## config.mk

```make
export PLATFORM = sky130hd
export DESIGN_NAME = multi_player_game_clock
export DESIGN_NICKNAME = d
export VERILOG_FILES = /design/src/rtl/multi_player_game_clock.sv
export SDC_FILE = /design/constraint.sdc
export NUM_CORES = 1
export LEC_CHECK = 0
export CORE_ASPECT_RATIO = 1.75
export CORE_MARGIN = 2
export CORE_UTILIZATION = 30
export CTS_CLUSTER_SIZE = 14
export DETAILED_ROUTE_END_ITERATION = 8
export PLACE_DENSITY = 0.59
export SYNTH_ARGS = -nofsm -noshare
export SYNTH_HDL_FRONTEND = slang
export SYNTH_SLANG_ARGS = --single-unit
```

## constraint.sdc

```tcl
create_clock -name clk_i -period 3.6 [get_ports clk_i]
set_input_delay 0.72 -clock clk_i [delete_from_list [all_inputs] [get_ports clk_i]]
set_output_delay 0.72 -clock clk_i [all_outputs]
set_load 0.01 [all_outputs]
```

## src/rtl/multi_player_game_clock.sv

```systemverilog
// multi_player_game_clock
//   N-player game clock controller. Holds one countdown timer per player and a
//   one-hot turn pointer. A press by the player whose clock is running hands the
//   turn to the next player in order 0 -> 1 -> .. -> N-1 -> 0. The block also
//   provides a tick prescaler, a Fischer increment, pause, flag-fall detection
//   and a WAIT state for ambiguous presses.
//
// Ports
//   clk_i         system clock; all logic is on the rising edge
//   reset_n_i     synchronous reset, active low
//   press_i       player buttons (level, already debounced and synchronous)
//   pause_i       level; freezes the running timer while high
//   new_game_i    pulse; returns to IDLE and reloads every timer
//   active_o      one-hot: the player whose timer runs (0 when none)
//   time_bus_o    player i timer at [i*TIME_W +: TIME_W]
//   flag_o        flag_o[i] set when player i's timer ran out
//   running_o     state is RUN
//   clr_o         state is IDLE
//   game_over_o   state is DONE
module multi_player_game_clock #(
  parameter int N_PLAYERS = 2,
  parameter int TIME_W    = 16,
  parameter int TICK_DIV  = 1000,
  parameter int INIT_TIME = 300,
  parameter int INC_TIME  = 0
) (
  input  logic                          clk_i,
  input  logic                          reset_n_i,
  input  logic [N_PLAYERS-1:0]          press_i,
  input  logic                          pause_i,
  input  logic                          new_game_i,
  output logic [N_PLAYERS-1:0]          active_o,
  output logic [N_PLAYERS*TIME_W-1:0]   time_bus_o,
  output logic [N_PLAYERS-1:0]          flag_o,
  output logic                          running_o,
  output logic                          clr_o,
  output logic                          game_over_o
);

  localparam int PW = (TICK_DIV > 1) ? $clog2(TICK_DIV) : 1;
  localparam logic [PW-1:0]     TICK_LAST = PW'(TICK_DIV - 1);
  localparam logic [TIME_W-1:0] INIT_T    = TIME_W'(INIT_TIME);
  localparam logic [TIME_W:0]   INC_EXT   = (TIME_W + 1)'(INC_TIME);

  typedef enum logic [2:0] {S_IDLE, S_RUN, S_WAIT, S_PAUSE, S_DONE} state_t;

  state_t                       state_q, state_d;
  logic [N_PLAYERS-1:0]         active_q, active_d;
  logic [N_PLAYERS-1:0]         flag_q, flag_d;
  logic [N_PLAYERS-1:0]         press_q;
  logic [PW-1:0]                presc_q, presc_d;
  logic [N_PLAYERS*TIME_W-1:0]  timers_flat;
  logic [N_PLAYERS-1:0]         pe;
  logic [N_PLAYERS-1:0]         dec_mask, inc_mask;
  logic                         reload;
  logic                         tick;
  logic [TIME_W-1:0]            active_time;

  function automatic logic one_hot(input logic [N_PLAYERS-1:0] v);
    return (v != '0) && ((v & (v - N_PLAYERS'(1))) == '0);
  endfunction

  // Next player in turn order: rotate the one-hot vector up by one.
  function automatic logic [N_PLAYERS-1:0] rotl(input logic [N_PLAYERS-1:0] v);
    return {v[N_PLAYERS-2:0], v[N_PLAYERS-1]};
  endfunction

  assign pe   = press_i & ~press_q;
  assign tick = (presc_q == TICK_LAST);

  always_comb begin
    active_time = '0;
    for (int i = 0; i < N_PLAYERS; i++) begin
      if (active_q[i]) active_time = timers_flat[i*TIME_W +: TIME_W];
    end
  end

  // State register (also carries turn pointer, flags, prescaler, press history)
  always_ff @(posedge clk_i) begin
    if (!reset_n_i) begin
      state_q  <= S_IDLE;
      active_q <= '0;
      flag_q   <= '0;
      presc_q  <= '0;
      press_q  <= '0;
    end else begin
      state_q  <= state_d;
      active_q <= active_d;
      flag_q   <= flag_d;
      presc_q  <= presc_d;
      press_q  <= press_i;
    end
  end

  // Next-state logic. Timer updates are expressed as masks consumed per player.
  always_comb begin
    state_d  = state_q;
    active_d = active_q;
    flag_d   = flag_q;
    presc_d  = presc_q;
    reload   = 1'b0;
    dec_mask = '0;
    inc_mask = '0;
    if (new_game_i) begin
      state_d  = S_IDLE;
      active_d = '0;
      flag_d   = '0;
      presc_d  = '0;
      reload   = 1'b1;
    end else begin
      case (state_q)
        S_IDLE: begin
          reload = 1'b1;
          if (one_hot(pe)) begin
            state_d  = S_RUN;
            active_d = rotl(pe);
            presc_d  = '0;
          end else if (pe != '0) begin
            state_d  = S_WAIT;
            active_d = '0;
          end
        end
        S_RUN: begin
          // A timer already at 0 (INIT_TIME==0) also flags on its first tick.
          if (tick && (active_time <= TIME_W'(1))) begin
            state_d  = S_DONE;
            dec_mask = active_q;
            flag_d   = flag_q | active_q;
            active_d = '0;
          end else if (pause_i) begin
            state_d = S_PAUSE;
          end else if ((pe != '0) && !one_hot(pe)) begin
            state_d  = S_WAIT;
            active_d = '0;
          end else if (pe == active_q) begin
            inc_mask = active_q;
            active_d = rotl(active_q);
            presc_d  = '0;
          end else begin
            // No press, or a press by a waiting player: just count.
            presc_d = tick ? '0 : presc_q + PW'(1);
            if (tick) dec_mask = active_q;
          end
        end
        S_WAIT: begin
          // Resolved on press level, not edges: exactly one button held.
          if (one_hot(press_i)) begin
            state_d  = S_RUN;
            active_d = rotl(press_i);
            presc_d  = '0;
          end
        end
        S_PAUSE: begin
          if (!pause_i) state_d = S_RUN;
        end
        default: ;
      endcase
    end
  end

  // Per-player timers
  generate
    for (genvar gi = 0; gi < N_PLAYERS; gi++) begin : g_timer
      logic [TIME_W-1:0] timer_q, timer_d;
      logic [TIME_W:0]   sum;

      assign sum = {1'b0, timer_q} + INC_EXT;

      always_comb begin
        timer_d = timer_q;
        if (reload) begin
          timer_d = INIT_T;
        end else if (inc_mask[gi]) begin
          timer_d = sum[TIME_W] ? '1 : sum[TIME_W-1:0];
        end else if (dec_mask[gi] && (timer_q != '0)) begin
          timer_d = timer_q - TIME_W'(1);
        end
      end

      always_ff @(posedge clk_i) begin
        if (!reset_n_i) timer_q <= INIT_T;
        else            timer_q <= timer_d;
      end

      assign timers_flat[gi*TIME_W +: TIME_W] = timer_q;
    end
  endgenerate

  // Output decode (all sourced from registers)
  always_comb begin
    active_o    = active_q;
    flag_o      = flag_q;
    time_bus_o  = timers_flat;
    running_o   = (state_q == S_RUN);
    clr_o       = (state_q == S_IDLE);
    game_over_o = (state_q == S_DONE);
  end

endmodule

```

* Word-level counts from Yosys, hierarchy flattened
Cells that the tools add are included.
Cells by class: add/sub/neg operators 5, $lt $le $gt $ge 1, equal/unequal tests 16, mux-type cells 45, bitwise gates (word level) 8, reduce and logical (&&, ||, !) cells 24
Operators by type and width (count):
- two-way mux 16 bit | 6
- two-way mux 10 bit | 7
- two-way mux 2 bit | 20
- nonzero test 16 bit | 2
- subtractor 16 x 1 -> 16 bit (second input constant) | 2
- one-hot mux 10 bit (3 select lines) | 1
- two-way mux 3 bit | 7
- less-or-equal comparator 16 x 1 -> 1 bit (second input constant) | 1
- one-hot mux 3 bit (4 select lines) | 1
- adder 10 x 1 -> 10 bit (second input constant) | 1
- == test 10 bit (second input constant) | 1
- inequality test 2 bit (second input constant) | 5
- AND reduction 5 bit | 2
- AND 2 bit | 3
- == test 3 x 2 -> 1 bit (second input constant) | 2
- logical AND 1 bit | 6
- one-hot mux 2 bit (3 select lines) | 1
- AND reduction 2 bit | 3
- AND reduction 6 bit | 1
- logical NOT 2 bit | 2
- inequality test 4 x 1 -> 1 bit (second input constant) | 1
- inequality test 4 x 2 -> 1 bit (second input constant) | 1
- nonzero test 2 bit | 2
- nonzero test 4 bit | 1
- other kinds (15) | 20
Word-level totals: register bits after elaboration 51, input port bits 6, output and inout bits 39

* Depth between registers and ports, before layout
word-level depth 16, gate-level depth with buffers 10, gate-level depth less buffers 9

* Worst setup path after synthesis
No wires, ideal clock.
path kind input -> register, from input press_i[1], to register g_timer[1].timer_q[9], library setup time 0.128 ns, arrival time 2.422 ns, path slack 1.050 ns, stages on the path 9, buffers on the path 0, cell sequence nand2b_1 -> inv_1 -> ha_1 -> or2_2 -> a211oi_1 -> o2111ai_1 -> or4_1 -> a21oi_1 -> nor2_1
On the way: longest elaborated chain between the ends 14, elaborated cells between the ends (all ways) 24, those cells by class 1 x add/sub; 1 x eq/ne; 12 x mux; 3 x bitwise; 7 x reduce/logical
Ends and longest elaborated chain:
- start: declaration | RTL line 29 | input logic [N_PLAYERS-1:0] press_i,
- AND 2 bit * | RTL line 68 | assign pe = press_i & ~press_q;
- subtractor 2 x 1 -> 2 bit | RTL line 60 | return (v != '0) && ((v & (v - N_PLAYERS'(1))) == '0);
- AND 2 bit | RTL line 60
- logical NOT 2 bit | RTL line 60
- logical AND 1 bit | RTL line 60
- logical NOT 1 bit | RTL line 132 | end else if ((pe != '0) && !one_hot(pe)) begin
- logical AND 1 bit | RTL line 132
- two-way mux 2 bit | RTL line 132
- two-way mux 2 bit | RTL line 130 | end else if (pause_i) begin
- two-way mux 2 bit | RTL line 125 | if (tick && (active_time <= TIME_W'(1))) begin
- two-way mux 2 bit | RTL line 111 | case (state_q)
- two-way mux 2 bit | RTL line 104 | if (new_game_i) begin
- logical AND 1 bit or NOT 1 bit (tied branches)
- AND reduction 2 bit (no line) *
- end signal: assignment | RTL line 182 | else timer_q <= timer_d;
- end: declaration | RTL line 164 | logic [TIME_W-1:0] timer_q, timer_d;
Every way passes the cells marked *; elsewhere a longest branch is shown, timed or not. A chain may end at the register's enable or synchronous reset.

* Worst setup path after layout
from input press_i[1], to register g_timer[0].timer_q[10]
On the way: longest elaborated chain between the ends 14, elaborated cells between the ends (all ways) 24, those cells by class 1 x add/sub; 1 x eq/ne; 12 x mux; 3 x bitwise; 7 x reduce/logical
Ends and longest elaborated chain (RTL line):
- AND 2 bit * | 68
- subtractor 2 x 1 -> 2 bit | 60
- AND 2 bit | 60
- logical NOT 2 bit | 60
- logical AND 1 bit | 60
- logical NOT 1 bit | 132
- logical AND 1 bit | 132
- two-way mux 2 bit | 132
- two-way mux 2 bit | 130
- two-way mux 2 bit | 125
- two-way mux 2 bit | 111
- two-way mux 2 bit | 104
- logical AND 1 bit or NOT 1 bit (tied branches)
- AND reduction 2 bit (no line) *
- end signal: assignment | 182
- end: declaration | 164
Marked as above.

==> key figures <==
Detailed routing
  – Routed WL: 7039 um
  – Initial DRC Count: 151
  – DR vias: 2581
  – First drt pass iteration count: 4
  – Antenna-violating nets left: 0
  – DR vias/cell: 5.051
  – Residual DRC count: 0
  – Drt wl/cell: 13.77 um

STA
  – Final period util: 83.73%
  – Slew headroom: 59.07%
  – Setup TNS: 0 ps
  – Clock skew: 5.519 ps
  – Final hold violations: 0
  – Final Slew Violations: 0
  – Tmin final: 3014 ps
  – Peak Freq: 331.7 MHz
  – RSZ-0062 raised after global routing: false
  – Slew @ Worst Pin: 612.4 ps
  – Final setup viols: 0
  – Final WS setup: 585.6 ps

Layout
  – FF+latch area: 1021 um^2
  – Total Nets Final: 401
  – Ant. Diodes: 0
  – Synthesis-to-finish area growth: 26.47%
  – Layout cells sized above 1: 9.769%
  – Fillers: 935
  – Multi-input logic area: 1729 um^2

Synthesis
  – Post-synthesis mux area share: 0.7011%
  – Dominant cells by area after synthesis: dfxtp_1, xnor2_1, nor2_1
  – Area of the mapped netlist: 2855 um^2
  – Syn avg cell area: 8.276 um^2
  – Post-synth cell types: 54
  – Synth top cells by count: dfxtp_1, nor2_1, nand2_1
  – Yosys Warn Count: 0
  – Leading area contributor after synthesis: dfxtp_1
  – Synth Area in Simple Gates: 32.95%
  – Post-synth top flop: dfxtp_1
  – Synth Area in Adders: 3.067%
  – Synth Area in Compound Gates: 16.17%
  – Syn_nets: 358
  – Synth Register Bits: 51
  – Gate Count Post-Synth: 345
  – Largest family of logic cells by synthesized area: simple AND/OR/NAND/NOR gates
  – Async set-or-reset flop fraction in the synthesized netlist: 0%
  – Yosys top cell area share: 35.76%
  – Register area share after synthesis: 35.76%
  – Post-synth EDFFs: 0
  – XOR/XNOR Fraction of Synth Area: 7.669%

Power and ir drop
  – Worst VDD drop: 0.2146 mV
  – Leak: 0.001139 uW
  – Net Sw Frac: 23.31%
  – Sw power: 312.2 uW
  – Clock share of power: 45.6%
  – P_int: 1027 uW
  – Combinational Power Share: 10.9%
  – Pwr/cell area: 370.9 nW/um^2
  – Power share of the sequential group: 43.5%

Clock network
  – Root Buffer: clkbuf_16
  – H-Tree Level Count: 2
  – CTS tree: built
  – Number of buffers created by CTS: 5
  – Num Clock Sinks: 51
  – Reg clk slew, reported paths: 70 ps
  – Clock Tree Buf Depth: 2
  – Buffer count from post-CTS setup fixing: 0
  – Post-CTS Hold Fix Bufs: 0
  – Gates resized, CTS repair: 0
  – Worst-Skew Late Latency: 290 ps

GRT
  – Total grt overflow: 0
  – Largest net degree at the start of global routing: 25
  – First-pass GRT wire length: 11700 um
  – Initial antenna violation count: 0
  – Total GRT Usage: 13.95%
  – Number of global-route vias before repair: 2471

Setup path
  – CP endpoint kind: flip-flop
  – Crit path capture: g_timer[0].timer_q[10]
  – Worst r2r dst: g_timer[0].timer_q[10]
  – CP Class: in2reg
  – Reg2reg setup slack: 790 ps
  – Reg2Reg Launch Point: presc_q[0]
  – Crit path from: press_i[1]
  – CP startpoint kind: primary input
  – Worst path arrival time: 3200 ps
  – WP data required: 3790 ps
  – Reg2Reg Depth: 8
  – Critical Path Fanout Max: 13

Place
  – Routability Congestion: 0.8039
  – Pre-CTS setup slack: 256.6 ps
  – Hpwl dp: 5270 um
  – PortBufs: 44

Die
  – I/O Pins: 45
  – DIE AREA: 10340 um^2
  – Core footprint: 9350 um^2
  – # rows: 47
  – Chip width: 77.75 um
  – Die Y-Extent: 133.1 um
  – Initial Util: 30.54%

Outcome
  – Status: completed

Worst hold path
  – Hold Path Origin: flag_o[0]
  – Worst hold path class: reg2reg

Run
  – Max_cap viols: 0
==> power by group through the flow <==
stage	clock network, uW	registers, uW	logic [uW]
after global routing	646	583	161
after global placement	0	595	145
after CTS	623	582	147
final	610	583	146
after detailed placement	0	596	146
after floorplan	0	588	108
==> metal layers <==
metal | share of wire (%) | global-route usage, % | vias up
met3 | 3.6 | 2.387 | 10
met4 | 2.1 | 5.952 | 0
met5 | 0 | 0 | -
met2 | 54 | 25.86 | 56
li1 | - | - | 1314
met1 | 40 | 15.20 | 1201
==> how the worst min path moves through the flow <==
stage                 end  slack, ps  depth (start not counted)
2_1_floorplan  presc_q[1]        450                          2
3_3_place_gp    flag_o[1]        450                          2
3_5_place_dp    flag_o[0]        460                          2
4_1_cts         flag_o[0]        470                          2
5_1_grt         flag_o[0]        490                          2
6_report        flag_o[0]        470                          2
==> layout by cell type, fill, tap and decap left out, types with 6 or more instances in the layout <==
cell | synthesis | final
ha_1 | 7 | 7
or3_1 | 10 | 10
xnor2_1 | 22 | 22
nor3_1 | 9 | 9
dfxtp_1 | 51 | 51
a21oi_1 | 22 | 22
nand2_1 | 27 | 27
inv_1 | 11 | 11
nor2_1 | 51 | 51
nand3_1 | 9 | 9
clkdlybuf4s50_1 | 0 | 44
o21ai_0 | 23 | 23
nor4_2 | 7 | 7
nor4_1 | 6 | 6
==> logic make-up (layout without fill, tap and decap cells) <==
family	Yosys count	after routing
AOI/OAI and AO/OA	73	73
adders and majority gates	7	7
xor gates and xnor gates	25	25
muxes	2	2
DFF	51	51
buffers and inverters	24	68
and+or+nand+nor	163	163
==> state kept, by name (all words and copies together), names as in the netlist <==
signal           cells
active_o             2
press_q              2
state_q              3
g_timer.timer_q     32
flag_o               2
presc_q             10
==> worst max-delay path: stages <==
cell,delay [ps]
clkdlybuf4s50_1,470
nand2b_1,150
inv_1,100
ha_1,240
or2_2,330
a21oi_1,270
o21ba_4,270
nor3_1,310
a21oi_1,120
a31o_2,220
==> layout make-up <==
type,count,share of cell area [%]
tap,122,4.227
clock buffer,6,3.569
clock inverter,2,1.663
inverter,11,1.143
timing repair buffer,49,13.24
sequential,51,28.27
multi-input combinational,270,47.89
==> through the flow <==
| step | hold WS [ps] | util (%) | power [uW] | cells | instance area [um^2] |
|---|---|---|---|---|---|
| after floorplan | 448.7 | - | 696.2 | 345 | 2855 |
| after global placement | 453.3 | 36.60 | 740.6 | 503 | 3422 |
| after detailed placement | 456.2 | 36.60 | 741.5 | 503 | 3422 |
| after CTS | 472.5 | 38.62 | 1352 | 511 | 3611 |
| after global routing | 486.3 | 38.62 | 1389 | 511 | 3611 |
| final | 467.9 | 38.62 | 1339 | 511 | 3611 |
Note: power is estimated with default switching activity, not from simulation.
